$ cat config.mk
export PLATFORM = sky130hd
export DESIGN_NAME = dmem_port_arbiter
export DESIGN_NICKNAME = d
export VERILOG_FILES = /design/src/rtl/dmem_port_arbiter.sv
export SDC_FILE = /design/constraint.sdc
export NUM_CORES = 1
export LEC_CHECK = 0
export CAP_MARGIN = 5
export CORE_AREA = 5 5 141 143
export CTS_CLUSTER_SIZE = 20
export DETAILED_ROUTE_END_ITERATION = 10
export DIE_AREA = 0 0 146 148
export PLACE_DENSITY = 0.75
export SLEW_MARGIN = 20
export SYNTH_ARGS = -nofsm -noshare
export SYNTH_HDL_FRONTEND = slang
export SYNTH_SLANG_ARGS = --single-unit
$ cat constraint.sdc
create_clock -name clk -period 3.09 [get_ports clk]
set_clock_uncertainty 0.1 [all_clocks]
set_input_delay 0.927 -clock clk [delete_from_list [all_inputs] [get_ports clk]]
set_output_delay 0.927 -clock clk [all_outputs]
set_load 0.005 [all_outputs]
$ cat src/rtl/dmem_port_arbiter.sv
// Two-requester arbiter for the shared data-memory port: split command/response
// handshake, one outstanding read, grant locked until the command is accepted.
module dmem_port_arbiter #(
  parameter int unsigned XLEN       = 32,
  parameter int unsigned FIXED_PRIO = 0,
  parameter int unsigned CNT_W      = 32
) (
  input  logic             clk,
  input  logic             rst_n,
  // requester 0
  input  logic             r0_valid_i,
  output logic             r0_ready_o,
  input  logic             r0_wen_i,
  input  logic [XLEN-1:0]  r0_addr_i,
  input  logic [XLEN-1:0]  r0_wdata_i,
  input  logic [1:0]       r0_wmask_i,
  output logic             r0_rvalid_o,
  output logic [XLEN-1:0]  r0_rdata_o,
  // requester 1
  input  logic             r1_valid_i,
  output logic             r1_ready_o,
  input  logic             r1_wen_i,
  input  logic [XLEN-1:0]  r1_addr_i,
  input  logic [XLEN-1:0]  r1_wdata_i,
  input  logic [1:0]       r1_wmask_i,
  output logic             r1_rvalid_o,
  output logic [XLEN-1:0]  r1_rdata_o,
  // memory port
  output logic             m_valid_o,
  input  logic             m_ready_i,
  output logic             m_wen_o,
  output logic [XLEN-1:0]  m_addr_o,
  output logic [XLEN-1:0]  m_wdata_o,
  output logic [1:0]       m_wmask_o,
  input  logic             m_rvalid_i,
  input  logic [XLEN-1:0]  m_rdata_i,
  // accepted-command counters
  output logic [CNT_W-1:0] gnt_cnt0_o,
  output logic [CNT_W-1:0] gnt_cnt1_o
);

  typedef enum logic {
    IDLE      = 1'b0,
    WAIT_RESP = 1'b1
  } state_e;

  state_e           state_q, state_d;
  logic             lock_q, lock_d;
  logic             lock_id_q, lock_id_d;
  logic             last_gnt_q, last_gnt_d;
  logic             owner_q, owner_d;
  logic [CNT_W-1:0] cnt0_q, cnt0_d;
  logic [CNT_W-1:0] cnt1_q, cnt1_d;

  logic             gnt_id;
  logic             gnt_vld;
  logic             gnt_wen;

  // Grant selection: a locked grant overrides priority until it is accepted.
  always_comb begin
    gnt_id = 1'b0;
    if (lock_q) begin
      gnt_id = lock_id_q;
    end else if (r0_valid_i && r1_valid_i) begin
      gnt_id = (FIXED_PRIO != 0) ? 1'b0 : ~last_gnt_q;
    end else begin
      gnt_id = r1_valid_i;
    end
    gnt_vld = gnt_id ? r1_valid_i : r0_valid_i;
    gnt_wen = gnt_id ? r1_wen_i   : r0_wen_i;
  end

  // Next-state, forwarding and response steering.
  always_comb begin
    state_d     = state_q;
    lock_d      = lock_q;
    lock_id_d   = lock_id_q;
    last_gnt_d  = last_gnt_q;
    owner_d     = owner_q;
    cnt0_d      = cnt0_q;
    cnt1_d      = cnt1_q;
    m_valid_o   = 1'b0;
    m_wen_o     = 1'b0;
    m_addr_o    = '0;
    m_wdata_o   = '0;
    m_wmask_o   = 2'b00;
    r0_ready_o  = 1'b0;
    r1_ready_o  = 1'b0;
    r0_rvalid_o = 1'b0;
    r1_rvalid_o = 1'b0;

    case (state_q)
      IDLE: begin
        if (gnt_vld) begin
          m_valid_o  = 1'b1;
          m_wen_o    = gnt_wen;
          m_addr_o   = gnt_id ? r1_addr_i  : r0_addr_i;
          m_wdata_o  = gnt_id ? r1_wdata_i : r0_wdata_i;
          m_wmask_o  = gnt_id ? r1_wmask_i : r0_wmask_i;
          r0_ready_o = ~gnt_id & m_ready_i;
          r1_ready_o =  gnt_id & m_ready_i;
          if (!m_ready_i) begin
            lock_d    = 1'b1;
            lock_id_d = gnt_id;
          end else begin
            lock_d     = 1'b0;
            last_gnt_d = gnt_id;
            if (gnt_id) cnt1_d = cnt1_q + CNT_W'(1);
            else        cnt0_d = cnt0_q + CNT_W'(1);
            if (!gnt_wen) begin
              owner_d = gnt_id;
              state_d = WAIT_RESP;
            end
          end
        end else begin
          // grantee withdrew its request: drop any stale lock
          lock_d = 1'b0;
        end
      end
      WAIT_RESP: begin
        if (m_rvalid_i) begin
          r0_rvalid_o = ~owner_q;
          r1_rvalid_o =  owner_q;
          state_d     = IDLE;
        end
      end
      default: state_d = IDLE;
    endcase
  end

  always_ff @(posedge clk or negedge rst_n) begin
    if (!rst_n) begin
      state_q    <= IDLE;
      lock_q     <= 1'b0;
      lock_id_q  <= 1'b0;
      last_gnt_q <= 1'b1;
      owner_q    <= 1'b0;
      cnt0_q     <= '0;
      cnt1_q     <= '0;
    end else begin
      state_q    <= state_d;
      lock_q     <= lock_d;
      lock_id_q  <= lock_id_d;
      last_gnt_q <= last_gnt_d;
      owner_q    <= owner_d;
      cnt0_q     <= cnt0_d;
      cnt1_q     <= cnt1_d;
    end
  end

  assign r0_rdata_o = m_rdata_i;
  assign r1_rdata_o = m_rdata_i;
  assign gnt_cnt0_o = cnt0_q;
  assign gnt_cnt1_o = cnt1_q;

endmodule

# --- Word-level counts from Yosys, hierarchy flattened ---
# Index checks and enable logic that the tools add are counted.
word_totals:
  reg_bits: 69
  inputBits: 172
  output_inout_bits: 200
  elab_cells: 55
classes:
  n_addsub: 2
  mux: 32
  bitwise_logic: 8
  n_reduce_logical: 6
op_table:
  columns: ["op", "n"]
  rows:
  - ["$mux W32", 6]
  - ["$add A32 B1 Y32 const B", 2]
  - ["$mux W1", 22]
  - ["$reduce_and A4 Y1", 3]
  - ["$mux W2", 3]
  - ["$not A1 Y1", 6]
  - ["$reduce_and A3 Y1", 2]
  - ["$and A1 B1 Y1", 2]
  - ["$pmux W1 S2", 1]
  - ["$logic_and A1 B1 Y1", 1]

# --- Logic depth before layout (Yosys ltp) ---
depth:
  word_depth: 8
  mapped_depth: 7
  ltp_nobuf: 6

# --- Worst setup path after synthesis ---
# No wires, ideal clock.
synth_path:
  path_kind: "input to output"
  from: "in r1_valid_i"
  to: "out m_wen_o"
  arrival_ns: 2.104
  required_time_ns: 2.063
  path_slack_ns: -0.041
  stages: 7
  path_buffers: 2
  cell_sequence: "a21bo_2 o21a_1 clkbuf_1 clkbuf_1 nand2_1 o21ai_0 and2_1"
synth_between:
  elab_chain_len: 6
  word_cells_on_any_way: 7
  classes_between: "mux (6); reduce/logical (1)"
synth_rtl:
  columns: ["element", "line", "text"]
  rows:
  - ["from (decl)", "20", "input logic r1_valid_i,"]
  - ["$logic_and A1 B1 Y1", "64", "end else if (r0_valid_i && r1_valid_i) begin"]
  - ["$mux W1", "64", null]
  - ["$mux W1", "62", "if (lock_q) begin"]
  - ["$mux W1 (on tied branches)", "70, 69", null]
  - ["$mux W1 (*)", "94", "if (gnt_vld) begin"]
  - ["$mux W1 (*)", "92", "case (state_q)"]
  - ["to (decl)", "31", "output logic m_wen_o,"]
# Mark *: on every way between the ends. The rest lies on a longest branch, timed or not.

# --- Final worst setup path ---
layout_path:
  from: "in r0_valid_i"
  to: "out m_wdata_o[13]"
layout_between:
  elab_chain_len: 6
  word_cells_on_any_way: 7
  classes_between: "mux (6); reduce/logical (1)"
layout_rtl:
  columns: ["element", "line", "text"]
  rows:
  - ["from (decl)", "11", "input logic r0_valid_i,"]
  - ["$logic_and A1 B1 Y1", "64", null]
  - ["$mux W1", "64", null]
  - ["$mux W1", "62", null]
  - ["$mux W32 or $mux W1 (tied branches)", "98, 69", null]
  - ["$mux W32 (*)", "94", null]
  - ["$mux W32 (*)", "92", null]
  - ["to (decl)", "33", "output logic [XLEN-1:0] m_wdata_o,"]
# Marks and branches as above.

==> qor.yml <==
grt:
  gr-usage-all-layers_pct: 17.9
  grt_pass1_wl_mm: 30.5
  grt_max_degree: 44
  grt_use_met3_pct: 9.93
  gr-max-usage-layer: "met2"
  globalRouteMet1Util_pct: 21.5
  via_count_of_the_first_global_routing_pass: 5263
  met2_usage_pct: 28.4
  antenna_found_initial: 1
  grt_remaining_overflow: 0
synthesis:
  ys.warnings.count: 0
  number_of_synthesized_flops_with_an_enable_pin: 0
  synth-xor-area-share_pct: 11.7
  synth.distinct_cells: 44
  synth_top_family_by_area: "simple AND/OR/NAND/NOR gates"
  postSynthAreaPerCell_um2: 8.02
  postSynthCellCount: 588
  muxShareOfSynthArea_pct: 0.796
  synth.ff_latch_count: 69
  synth_compound_area_share_pct: 9.36
  synth_most_common_cell: "nand2_1"
  ys_top_cells_by_area: "dfrtp_1 (36%), nand2_1 (13%), buf_4 (10%), a21oi_1 (7.1%), xor2_1 (5.8%)"
  sequential_area_share_after_synthesis_pct: 36.6
  yosysTopAreaCell: "dfrtp_1"
  post_synth_and_or_nand_nor_area_fraction_pct: 27.1
  postSynthNetCount: 762
  post_synth_instance_area_um2: 4720
  post_synth_fa_ha_maj_area_fraction_pct: 0.531
  yosysTopAreaCellShare_pct: 36.1
  synthTopCellsByCount: "nand2_1 (161), dfrtp_1 (68), a21oi_1 (67)"
  asyncSetResetFlopFracSynth_pct: 100
  yosys_most_used_dff: "dfrtp_1"
power_and_ir_drop:
  intPower_uw: 3530
  power_uw: 5500
  power.share.clock_pct: 20.8
  power.static_leakage_uw: 0.00414
  power.density_cell_area_nw_per_um2: 619
  peak_supply_drop_mv: 0.334
  netSwitchingFraction_pct: 35.8
  sw_power_uw: 1970
  p_comb_share_pct: 59.0
  sequentialPowerShare_pct: 20.2
place:
  port_buffers: 275
  placed_cell_area_um2: 7520
  preCtsSetupSlack_ps: -925
  place.detailed.hpwl_mm: 15.0
  place.gp.congestion: 0.887
final_layout:
  design_area_um2: 8900
  area_growth_syn_to_layout_pct: 88.6
  n_fill_cell: 1730
  final_net_count: 1044
  num_antenna_cells: 0
  final_layout_size_suffix_gt1_share_pct: 34.6
  finalCoreUtilization_pct: 48.2
sta:
  finalCritPeriodShare_pct: 108
  final-setup-viol-count: 69
  final.setup.worst_slack_ps: -252
  slew_violations: 0
  setup_total_negative_slack_ps: -9320
  period_needed_ps: 3340
  timing_worst_slew_pin_value_ps: 635
  hold_viol_final: 0
  slew-limit-headroom_pct: 57.7
  highest_clock_rate_mhz: 299
  grt_setup_unrepaired: "true"
worst_setup_path:
  critical_path.reg2reg.endpoint: "gnt_cnt0_o[14]"
  critPathLaunchType: "input pin"
  timing.reg2reg.worst_path_depth: 9
  critical_path_peak_fanout: 5
  critPathKind: "in -> out"
  worst_r2r_setup_slack_ps: 630
  end_kind: "primary output"
  critPathRequiredTime_ps: 2060
  rr_startpoint: "lock_id_q"
  worst-endpoint-arrival_ps: 2310
detailed_routing:
  drt_drc_violations_left: 0
  first_iter_violations: 218
  postRouteAntennaNets: 0
  route.detailed.vias_per_inst: 4.65
  drt-total-wl_mm: 21.2
  post_drt_wl_per_cell_um: 19.1
  drtPass1Iterations: 4
  routed-via-count: 5158
clocking:
  tritoncts: "built"
  clockRootBuffer: "clkbuf_16"
  cts_buffers: 9
  clkSinkCount: 69
  clk_pin_slew_ps: 50
  h-tree-depth: 3
  clock_insertion_delay_worst_skew_ps: 330
  clock_path_buffers: 2
worst_hold_path:
  hold-path-endpoint: "gnt_cnt1_o[31]"
  timing.hold.worst.class: "reg -> reg"
  hold_path_startpoint: "gnt_cnt1_o[31]"
  whs_path_depth: 1
floorplan:
  die-area_um2: 21600
  die_height_um: 148
  die_w_um: 146
  row_count: 50
  start_util_pct: 25.6
  core_footprint_um2: 18500
  io_pins: 372
run_status:
  result_of_the_run: "complete, but fails checks"
  violated_checks: "setup timing"
job:
  maxCapViolations: 0
## worst max-delay path, cell delays in order
cell and delay (ps):
buf_6 100, buf_6 100, mux2_4 280, o21ai_4 150
buf_12 140, buf_12 110, buf_12 100, buf_8 120
buf_6 110, a21oi_2 30, buf_2 130
## registers in the layout, summed over array words and instances (netlist names)
signal / flops
gnt_cnt0_o: 32
gnt_cnt1_o: 32
last_gnt_q: 1
lock_id_q: 1
lock_q: 1
owner_q: 1
state_q: 1
## timing repair
item,4_1_cts,5_1_grt
endpoints found under the hold margin,0,0
setup endpoints to repair,72,69
gates resized for setup,354,138
cloned,6,7
buffers inserted,33,15
pin swaps,49,47
hold buffers,0,0
## power by group through the flow
| stage | Combinational, µW | Sequential, µW | Clock, µW |
|---|---|---|---|
| 2_1_floorplan | 865 | 1100 | 0 |
| 3_3_place_gp | 2180 | 1120 | 0 |
| 3_5_place_dp | 2200 | 1130 | 0 |
| 4_1_cts | 2720 | 1110 | 1170 |
| 5_1_grt | 3450 | 1130 | 1210 |
| 6_report | 3250 | 1110 | 1140 |
## how the worst max path moves through the flow
| stage | slack [ps] | start | endpoint | cells after the start |
|---|---|---|---|---|
| floorplan | 40 | r1_valid_i | m_wen_o | 7 |
| CTS | -270 | r0_valid_i | m_wdata_o[16] | 11 |
| global placement | -950 | r1_valid_i | m_wdata_o[8] | 7 |
| detailed placement | -920 | r1_valid_i | m_wdata_o[8] | 7 |
| finish | -250 | r0_valid_i | m_wdata_o[13] | 11 |
| global route | -290 | r0_valid_i | m_wdata_o[16] | 11 |
## final cells by class
class	count	area, µm²	area share (%)
clock buffers	11	253	2.84
clock inverters	5	82.6	0.928
inverters	13	48.8	0.548
multi-input cells	415	2860	32.2
flip-flops and latches	69	1730	19.4
well taps	234	293	3.29
repair buffers	362	3630	40.8
## metrics by stage
| step | hold slack [ps] | instances |
|---|---|---|
| finish | 362 | 1109 |
| global placement | 359 | 1040 |
| global route | 391 | 1109 |
| detailed placement | 362 | 1040 |
| CTS | 369 | 1094 |
| floorplan | 365 | 588 |
## cells in the final DEF (no fill, tap or decap), types with 22 or more instances in the layout
| cell | instances |
|---|---|
| a21oi_2 | 48 |
| buf_2 | 64 |
| buf_4 | 28 |
| buf_6 | 23 |
| clkdlybuf4s50_1 | 199 |
| dfrtp_1 | 68 |
| nand2_1 | 119 |
| nand2_4 | 27 |
| nand3_1 | 23 |
| nor2_1 | 22 |
| xnor2_1 | 30 |
| xor2_1 | 31 |
## layer usage
metal  part of all wire, %  routed length, µm  vias up
li1                      -                  -     2457
met1                    40               8470     2455
met2                    47              10000      207
met3                    11               2370       37
met4                   1.5                308        2
met5                 0.061                 13        -
## logic make-up after synthesis
| kind of cell | Yosys count |
|---|---|
| AND/OR/NAND/NOR | 267 |
| flip-flops | 69 |
| multiplexers | 3 |
| AO/OA/AOI/OAI | 81 |
| buffers and inverters | 104 |
| XOR/XNOR | 62 |
| adder cells (fa/ha/maj) | 2 |
Power figures use the tool's default switching activity.
